**config.mk**
```make
export PLATFORM = sky130hd
export DESIGN_NAME = timer_counter_n_flat
export DESIGN_NICKNAME = d
export VERILOG_FILES = /design/src/rtl/timer_counter_n_if.sv /design/src/rtl/timer_counter_n.sv /design/src/flat_wrapper.sv
export SDC_FILE = /design/constraint.sdc
export NUM_CORES = 1
export LEC_CHECK = 0
export CORE_MARGIN = 4
export CORE_UTILIZATION = 48
export CTS_BUF_LIST = sky130_fd_sc_hd__clkbuf_16
export DETAILED_ROUTE_END_ITERATION = 8
export GPL_ROUTABILITY_DRIVEN = 0
export HOLD_SLACK_MARGIN = 0.06
export PLACE_DENSITY_LB_ADDON = 0.3
export SLEW_MARGIN = 20
export SYNTH_ARGS = -nofsm -noshare
export SYNTH_HDL_FRONTEND = slang
export SYNTH_SLANG_ARGS = --single-unit
```
**constraint.sdc**
```tcl
create_clock -name sysClock -period 3.4 [get_ports sysClock]
set_input_delay 0.34 -clock sysClock [delete_from_list [all_inputs] [get_ports sysClock]]
set_output_delay 0.34 -clock sysClock [all_outputs]
set_load 0.03 [all_outputs]
```
**src/rtl/timer_counter_n_if.sv**
```systemverilog
// rtl/timer_counter_n_if.sv - I/O register bus bundle for timer_counter_n
interface timer_counter_n_if #(
  parameter int WIDTH = 8
);
  logic [WIDTH-1:0] TCNT_input;
  logic             TCNT_we;
  logic [WIDTH-1:0] OCR_input;
  logic             OCR_we;
  logic [7:0]       TCCR_input;
  logic             TCCR_we;
  logic [1:0]       TIMSK_input;
  logic             TIMSK_we;
  logic [1:0]       TIFR_input;
  logic             TIFR_we;
  logic [WIDTH-1:0] TCNT_output;
  logic [WIDTH-1:0] OCR_output;
  logic [7:0]       TCCR_output;
  logic [1:0]       TIMSK_output;
  logic [1:0]       TIFR_output;

  modport master (
    output TCNT_input, TCNT_we, OCR_input, OCR_we, TCCR_input, TCCR_we,
           TIMSK_input, TIMSK_we, TIFR_input, TIFR_we,
    input  TCNT_output, OCR_output, TCCR_output, TIMSK_output, TIFR_output
  );

  modport slave (
    input  TCNT_input, TCNT_we, OCR_input, OCR_we, TCCR_input, TCCR_we,
           TIMSK_input, TIMSK_we, TIFR_input, TIFR_we,
    output TCNT_output, OCR_output, TCCR_output, TIMSK_output, TIFR_output
  );
endinterface

```
**src/rtl/timer_counter_n.sv**
```systemverilog
// rtl/timer_counter_n.sv - parametrised timer/counter with prescaler, external clock, CTC and flags
module timer_counter_n #(
  parameter int WIDTH    = 8,
  parameter int EXT_SYNC = 2
) (
  input  logic               sysClock,
  input  logic               rst_n,
  timer_counter_n_if.slave   bus,
  input  logic               ack_ovf,
  input  logic               ack_cmp,
  input  logic               T_pin,
  output logic               irq_ovf,
  output logic               irq_cmp
);

  localparam logic [WIDTH-1:0] MAX = '1;

  logic [WIDTH-1:0]    tcnt_q, tcnt_d;
  logic [WIDTH-1:0]    ocr_q, ocr_d;
  logic [3:0]          tccr_q, tccr_d;   // reserved bits [7:4] are not stored
  logic [1:0]          timsk_q, timsk_d;
  logic                tov_q, tov_d;
  logic                ocf_q, ocf_d;
  logic [9:0]          pre_q, pre_d;
  logic [EXT_SYNC-1:0] sync_q, sync_d;
  logic                prev_q, prev_d;

  logic [2:0]  cs;
  logic        ctc;
  logic        sync_last;
  logic [EXT_SYNC:0] sync_chain;
  logic        tick;
  logic        set_ovf;
  logic        set_ocf;

  assign cs         = tccr_q[2:0];
  assign ctc        = tccr_q[3];
  assign sync_chain = {sync_q, T_pin};
  assign sync_last  = sync_q[EXT_SYNC-1];

  // Select the count tick from the prescaler taps or the synchronised pin edges
  always_comb begin
    tick = 1'b0;
    case (cs)
      3'd1:    tick = 1'b1;
      3'd2:    tick = &pre_q[2:0];
      3'd3:    tick = &pre_q[5:0];
      3'd4:    tick = &pre_q[7:0];
      3'd5:    tick = &pre_q[9:0];
      3'd6:    tick = prev_q & ~sync_last;
      3'd7:    tick = ~prev_q & sync_last;
      default: tick = 1'b0;
    endcase
  end

  // Next-state for counter, registers, flags and the input synchroniser
  always_comb begin
    tcnt_d  = tcnt_q;
    set_ovf = 1'b0;
    set_ocf = 1'b0;
    if (bus.TCNT_we) begin
      tcnt_d = bus.TCNT_input;
    end else if (tick) begin
      set_ocf = (tcnt_q == ocr_q);
      // Both modes reach 0 from MAX only by wrapping, so MAX alone decides TOV
      set_ovf = (tcnt_q == MAX);
      if (ctc && set_ocf) tcnt_d = '0;
      else                tcnt_d = tcnt_q + 1'b1;
    end

    ocr_d   = bus.OCR_we   ? bus.OCR_input        : ocr_q;
    tccr_d  = bus.TCCR_we  ? bus.TCCR_input[3:0]  : tccr_q;
    timsk_d = bus.TIMSK_we ? bus.TIMSK_input      : timsk_q;

    // A new event beats any clear arriving in the same cycle
    tov_d = set_ovf | (tov_q & ~(bus.TIFR_we & bus.TIFR_input[0]) & ~ack_ovf);
    ocf_d = set_ocf | (ocf_q & ~(bus.TIFR_we & bus.TIFR_input[1]) & ~ack_cmp);

    pre_d  = (cs == 3'd0) ? 10'd0 : pre_q + 10'd1;
    sync_d = sync_chain[EXT_SYNC-1:0];
    prev_d = sync_last;
  end

  // State registers, cleared asynchronously
  always_ff @(posedge sysClock or negedge rst_n) begin
    if (!rst_n) begin
      tcnt_q  <= '0;
      ocr_q   <= '0;
      tccr_q  <= '0;
      timsk_q <= '0;
      tov_q   <= 1'b0;
      ocf_q   <= 1'b0;
      pre_q   <= '0;
      sync_q  <= '0;
      prev_q  <= 1'b0;
    end else begin
      tcnt_q  <= tcnt_d;
      ocr_q   <= ocr_d;
      tccr_q  <= tccr_d;
      timsk_q <= timsk_d;
      tov_q   <= tov_d;
      ocf_q   <= ocf_d;
      pre_q   <= pre_d;
      sync_q  <= sync_d;
      prev_q  <= prev_d;
    end
  end

  assign bus.TCNT_output  = tcnt_q;
  assign bus.OCR_output   = ocr_q;
  assign bus.TCCR_output  = {4'b0000, tccr_q};
  assign bus.TIMSK_output = timsk_q;
  assign bus.TIFR_output  = {ocf_q, tov_q};
  assign irq_ovf          = tov_q & timsk_q[0];
  assign irq_cmp          = ocf_q & timsk_q[1];

endmodule

```
**src/flat_wrapper.sv**
```systemverilog
// flat-port wrapper written by rule: the top's interface ports become plain ports
module timer_counter_n_flat 
#(
  parameter int WIDTH    = 8,
  parameter int EXT_SYNC = 2
)
  (sysClock, rst_n, ack_ovf, ack_cmp, T_pin, irq_ovf, irq_cmp, bus_TCNT_input, bus_TCNT_we, bus_OCR_input, bus_OCR_we, bus_TCCR_input, bus_TCCR_we, bus_TIMSK_input, bus_TIMSK_we, bus_TIFR_input, bus_TIFR_we, bus_TCNT_output, bus_OCR_output, bus_TCCR_output, bus_TIMSK_output, bus_TIFR_output);
  timer_counter_n_if #(.WIDTH(WIDTH)) bus_i ();
  input  logic sysClock;
  input  logic rst_n;
  input  logic ack_ovf;
  input  logic ack_cmp;
  input  logic T_pin;
  output logic irq_ovf;
  output logic irq_cmp;
  input wire logic [$bits(bus_i.TCNT_input)-1:0] bus_TCNT_input;
  input wire logic [$bits(bus_i.TCNT_we)-1:0] bus_TCNT_we;
  input wire logic [$bits(bus_i.OCR_input)-1:0] bus_OCR_input;
  input wire logic [$bits(bus_i.OCR_we)-1:0] bus_OCR_we;
  input wire logic [$bits(bus_i.TCCR_input)-1:0] bus_TCCR_input;
  input wire logic [$bits(bus_i.TCCR_we)-1:0] bus_TCCR_we;
  input wire logic [$bits(bus_i.TIMSK_input)-1:0] bus_TIMSK_input;
  input wire logic [$bits(bus_i.TIMSK_we)-1:0] bus_TIMSK_we;
  input wire logic [$bits(bus_i.TIFR_input)-1:0] bus_TIFR_input;
  input wire logic [$bits(bus_i.TIFR_we)-1:0] bus_TIFR_we;
  output wire logic [$bits(bus_i.TCNT_output)-1:0] bus_TCNT_output;
  output wire logic [$bits(bus_i.OCR_output)-1:0] bus_OCR_output;
  output wire logic [$bits(bus_i.TCCR_output)-1:0] bus_TCCR_output;
  output wire logic [$bits(bus_i.TIMSK_output)-1:0] bus_TIMSK_output;
  output wire logic [$bits(bus_i.TIFR_output)-1:0] bus_TIFR_output;
  assign bus_i.TCNT_input = bus_TCNT_input;
  assign bus_i.TCNT_we = bus_TCNT_we;
  assign bus_i.OCR_input = bus_OCR_input;
  assign bus_i.OCR_we = bus_OCR_we;
  assign bus_i.TCCR_input = bus_TCCR_input;
  assign bus_i.TCCR_we = bus_TCCR_we;
  assign bus_i.TIMSK_input = bus_TIMSK_input;
  assign bus_i.TIMSK_we = bus_TIMSK_we;
  assign bus_i.TIFR_input = bus_TIFR_input;
  assign bus_i.TIFR_we = bus_TIFR_we;
  assign bus_TCNT_output = bus_i.TCNT_output;
  assign bus_OCR_output = bus_i.OCR_output;
  assign bus_TCCR_output = bus_i.TCCR_output;
  assign bus_TIMSK_output = bus_i.TIMSK_output;
  assign bus_TIFR_output = bus_i.TIFR_output;
  timer_counter_n #(.WIDTH(WIDTH), .EXT_SYNC(EXT_SYNC)) u_core (.sysClock(sysClock), .rst_n(rst_n), .bus(bus_i), .ack_ovf(ack_ovf), .ack_cmp(ack_cmp), .T_pin(T_pin), .irq_ovf(irq_ovf), .irq_cmp(irq_cmp));
endmodule
```
# == Yosys cells after proc, flatten, opt, wreduce, memory -nomap -nowiden ==
# Index checks and enable logic that the tools add are counted.
# op_classes
add_sub_neg,2
n_eq_ne,9
muxes,9
bitwise_logic,18
reduce_logical,7
# ops
cell,count
$mux 8,3
$eq 3x3->1 const B,4
$add 10x1->10 const B,1
$and 1x1->1,10
$mux 10,1
$reduce_and 10->1,1
$add 8x1->8 const B,1
$eq 8x8->1,1
$eq 8x8->1 const B,1
$reduce_and 8->1,1
$pmux 1 s7,1
$eq 3x2->1 const B,2
$not 1->1,6
$reduce_and 6->1,1
$mux 1,4
$eq 3x1->1 const B,1
$logic_not 3->1,1
$reduce_and 3->1,1
$or 1x1->1,2
$reduce_bool 2->1,1
$logic_and 1x1->1,1
# totals
ff_bits,37
in_bits,38
elab_cells,54

# == Longest topological paths before layout ==
# logic_depth
ltp_word,6
ltp_mapped,7
mapped_depth_nobuf,6

# == Worst setup path after synthesis ==
# No wires, ideal clock.
# synth_path
path_type,register to register
from,"reg u_core.tcnt_q[3], in the netlist u_core.bus.TCNT_output[3]"
to,"reg u_core.tcnt_q[2], in the netlist u_core.bus.TCNT_output[2]"
setup_time_ps,126
arrival_time_ps,1695
slack_ps,1579
stages_incl_launch_ff,7
path_cell_list,dfrtp_1 xor2_1 nor4_1 nand3_1 buf_2 a32oi_1 o21ai_1
# synth_via
elab_chain_cells,5
# synth_rtl
element,line_no,source
start: declaration,timer_counter_n.sv:18,"logic [WIDTH-1:0] tcnt_q, tcnt_d;"
start signal: assignment,timer_counter_n.sv:97,tcnt_q <= tcnt_d;
$eq 8x8->1,timer_counter_n.sv:64,set_ocf = (tcnt_q == ocr_q);
$logic_and 1x1->1,timer_counter_n.sv:67,if (ctc && set_ocf) tcnt_d = '0;
$mux 8,timer_counter_n.sv:67,
$mux 8,timer_counter_n.sv:63,end else if (tick) begin
$mux 8,timer_counter_n.sv:61,if (bus.TCNT_we) begin
# Every way passes these cells. The select of a mux whose other input is x is not followed.
# A chain may end at the register's enable or synchronous reset.

# == Worst setup path after layout ==
# Same ends and word-level chain as after synthesis.

==> results.sh <==
export IMPL_period_needed_ns=2.064
export IMPL_cts_clk_slew_worst_paths_ns=0.06
export IMPL_drt_iter0_drc=105
export IMPL_yosysTopAreaCell="dfrtp_1"
export IMPL_synth_cells=173
export IMPL_rsz0062_at_grt="no"
export IMPL_diodes=0
export IMPL_layout_setup_ws_ns=1.336
export IMPL_drive_gt1_share_pct=11.64
export IMPL_holdBufCountCts=0
export IMPL_crit_path_start_kind="flip-flop"
export IMPL_hold_viol=0
export IMPL_die_h_um=70.41
export IMPL_firstDrtPassIters=4
export IMPL_dieWidth_um=70.41
export IMPL_vias=1526
export IMPL_seqPwrFrac_pct=43.0
export IMPL_area_sequential_um2=925.9
export IMPL_finalHoldWorstSlack_ns=0.1579
export IMPL_clock_sinks=37
export IMPL_overflow=0
export IMPL_cts_root_buf="clkbuf_16"
export IMPL_grt_pass1_wl_mm=7.051
export IMPL_synth_area_um2=1869
export IMPL_p_int_uw=912.4
export IMPL_yosysTopAreaCellShare_pct=49.53
export IMPL_fin_area_um2=2609
export IMPL_hpwl_mm=3.008
export IMPL_synth_seq_cells=37
export IMPL_p_clk_share_pct=33.7
export IMPL_fillers=298
export IMPL_fin_nets=272
export IMPL_synth_edf_count=0
export IMPL_finish_utilization_pct=70.20
export IMPL_totalWireLength_mm=4.155
export IMPL_tns_ns=0
export IMPL_grt_max_degree=38
export IMPL_critPathCaptureType="flip-flop"
export IMPL_start_util_pct=50.30
export IMPL_fin_skew_ns=0.004662
export IMPL_swShare_pct=30.24
export IMPL_placementRows=22
export IMPL_timing_rr_start="u_core.bus.TCNT_output[3]"
export IMPL_cts_buffers=5
export IMPL_yosysSeqAreaShare_pct=49.53
export IMPL_grt_usage_pct=17.95
export IMPL_power_density_nw_per_um2=501.4
export IMPL_antenna_found_initial=0
export IMPL_ys_warn_count=0
export IMPL_placed_area_um2=2460
export IMPL_relSlewSlack_pct=45.16
export IMPL_required_ns=3.55
export IMPL_clk_latency_ns=0.28
export IMPL_post_route_period_util_pct=60.70
export IMPL_cp_arrival_ns=2.22
export IMPL_drc=0
export IMPL_p_leak_uw=0.001050
export IMPL_dp_slack_ns=1.371
export IMPL_synth_area_leaders="dfrtp_1 (50%), mux2_2 (8.4%), xor2_1 (5.6%), a21oi_1 (3.5%), a32oi_1 (2.8%)"
export IMPL_via_per_inst=5.450
export IMPL_worstMarginPinSlew_ns=0.8225
export IMPL_dieArea_um2=4957
export IMPL_syn2layout_area_growth_pct=39.56
export IMPL_max_freq_ghz=0.4846
export IMPL_io_buffers=59
export IMPL_cts_setup_buffers=0
export IMPL_status="finished clean"
export IMPL_htree_levels=2
export IMPL_cts_tree="built"
export IMPL_critical_path_class="reg2reg"
export IMPL_grt_pass1_vias=1550
export IMPL_ys_async_sr_fraction_pct=100.0
export IMPL_multiInputGateArea_um2=889.6
export IMPL_slew_viol_final=0
export IMPL_core_um2=3716
export IMPL_min_path_type="in2async"
export IMPL_comb_power_share_pct=23.3
export IMPL_switchingPower_uw=395.5
export IMPL_synth_distinct_cells=38
export IMPL_cts_buffer_depth=2
export IMPL_ir_drop_mv=0.4712
export IMPL_drtAntennaViolNets=0
export IMPL_synth_most_common_cell="dfrtp_1"
export IMPL_synthFlopType="dfrtp_1"
export IMPL_ioPinCount=68
export IMPL_setup_violations=0
export IMPL_cp_startpoint="u_core.bus.TCNT_output[3]"
export IMPL_syn_area_per_cell_um2=10.81
export IMPL_synth_top_cells_by_count="dfrtp_1 (37), mux2_2 (14), a21oi_1 (13)"
export IMPL_max_cap_violations=0
export IMPL_wl_per_cell_um=14.84
export IMPL_cts_resized=0
export IMPL_cp_max_fo=14
critical path, cell delays in order (launching register included):
cell and delay [ns]:
dfrtp_1 0.45, xor2_1 0.19, nor4_1 0.38, nand3_1 0.46, a32oi_1 0.36, o21ai_1 0.10
cell type report:
cell class,instances,share of cell area [%]
flip-flops and latches,37,35.49
multi-input cells,127,34.10
repair buffers,59,22.45
clock buffers,5,4.796
well taps,48,2.302
clock inverters,3,0.7194
inverters,1,0.1439
layout by cell type, fill, tap and decap left out, drive strengths merged, types with 6 or more instances in the layout:
master / n
nor3: 6
a21oi: 13
clkdlybuf4s50: 58
o21ai: 8
dfrtp: 37
nand2: 11
nand3: 6
mux2: 14
xor2: 12
nor2: 7
a32oi: 6
nand2b: 7
through the flow:
stage | std cells | total power, µW
5_1_grt | 280 | 1380
3_5_place_dp | 272 | 872.9
6_report | 280 | 1308
2_1_floorplan | 176 | 739.4
4_1_cts | 280 | 1319
3_3_place_gp | 272 | 867.7
path summary, 6_finish.rpt:
check | endpoint | slack [ns] | cells past startpoint
max | u_core.bus.TCNT_output[2] | 1.34 | 5
min | u_core.bus.TIMSK_output[0] | 0.16 | 1
max reg2reg | u_core.bus.TCNT_output[2] | 1.34 | 5
min reg2reg | u_core.sync_q[1] | 0.35 | 0
max in group asynchronous | u_core.bus.OCR_output[1] | 2.72 | 1
min in group sysClock | u_core.sync_q[1] | 0.35 | 0
power groups by stage:
stage / Sequential, µW / Clock (µW) / Combinational (µW)
after floorplan: 610 / 0 / 130
after global placement: 566 / 0 / 302
after detailed placement: 568 / 0 / 305
after CTS: 561 / 451 / 307
after global routing: 573 / 471 / 336
final: 562 / 441 / 305
flip-flops by register name (all words and copies together) (netlist names):
register	flops
u_core.pre_q	10
u_core.bus.OCR_output	8
u_core.bus.TCNT_output	8
u_core.tccr_q	4
u_core.bus.TIMSK_output	2
u_core.sync_q	2
u_core.ocf_q	1
u_core.prev_q	1
u_core.tov_q	1
metal layers:
layer / part of all wire (%) / track usage, %
met1: 44 / 22.32
met2: 47 / 28.27
met3: 7.8 / 7.194
met4: 0.55 / 5.957
met5: 0 / 0
cell families after synthesis:
logic type      Yosys count  synth area share (%)
compound gates           34                 12.65
xor+xnor                 13                 6.091
fa+ha+maj                 3                 2.008
buf+inv                  12                 3.748
flops                    37                 49.53
mux                      14                 8.434
other cells               1                0.2006
simple gates             59                 17.34
(Power assumes the default switching activity.)
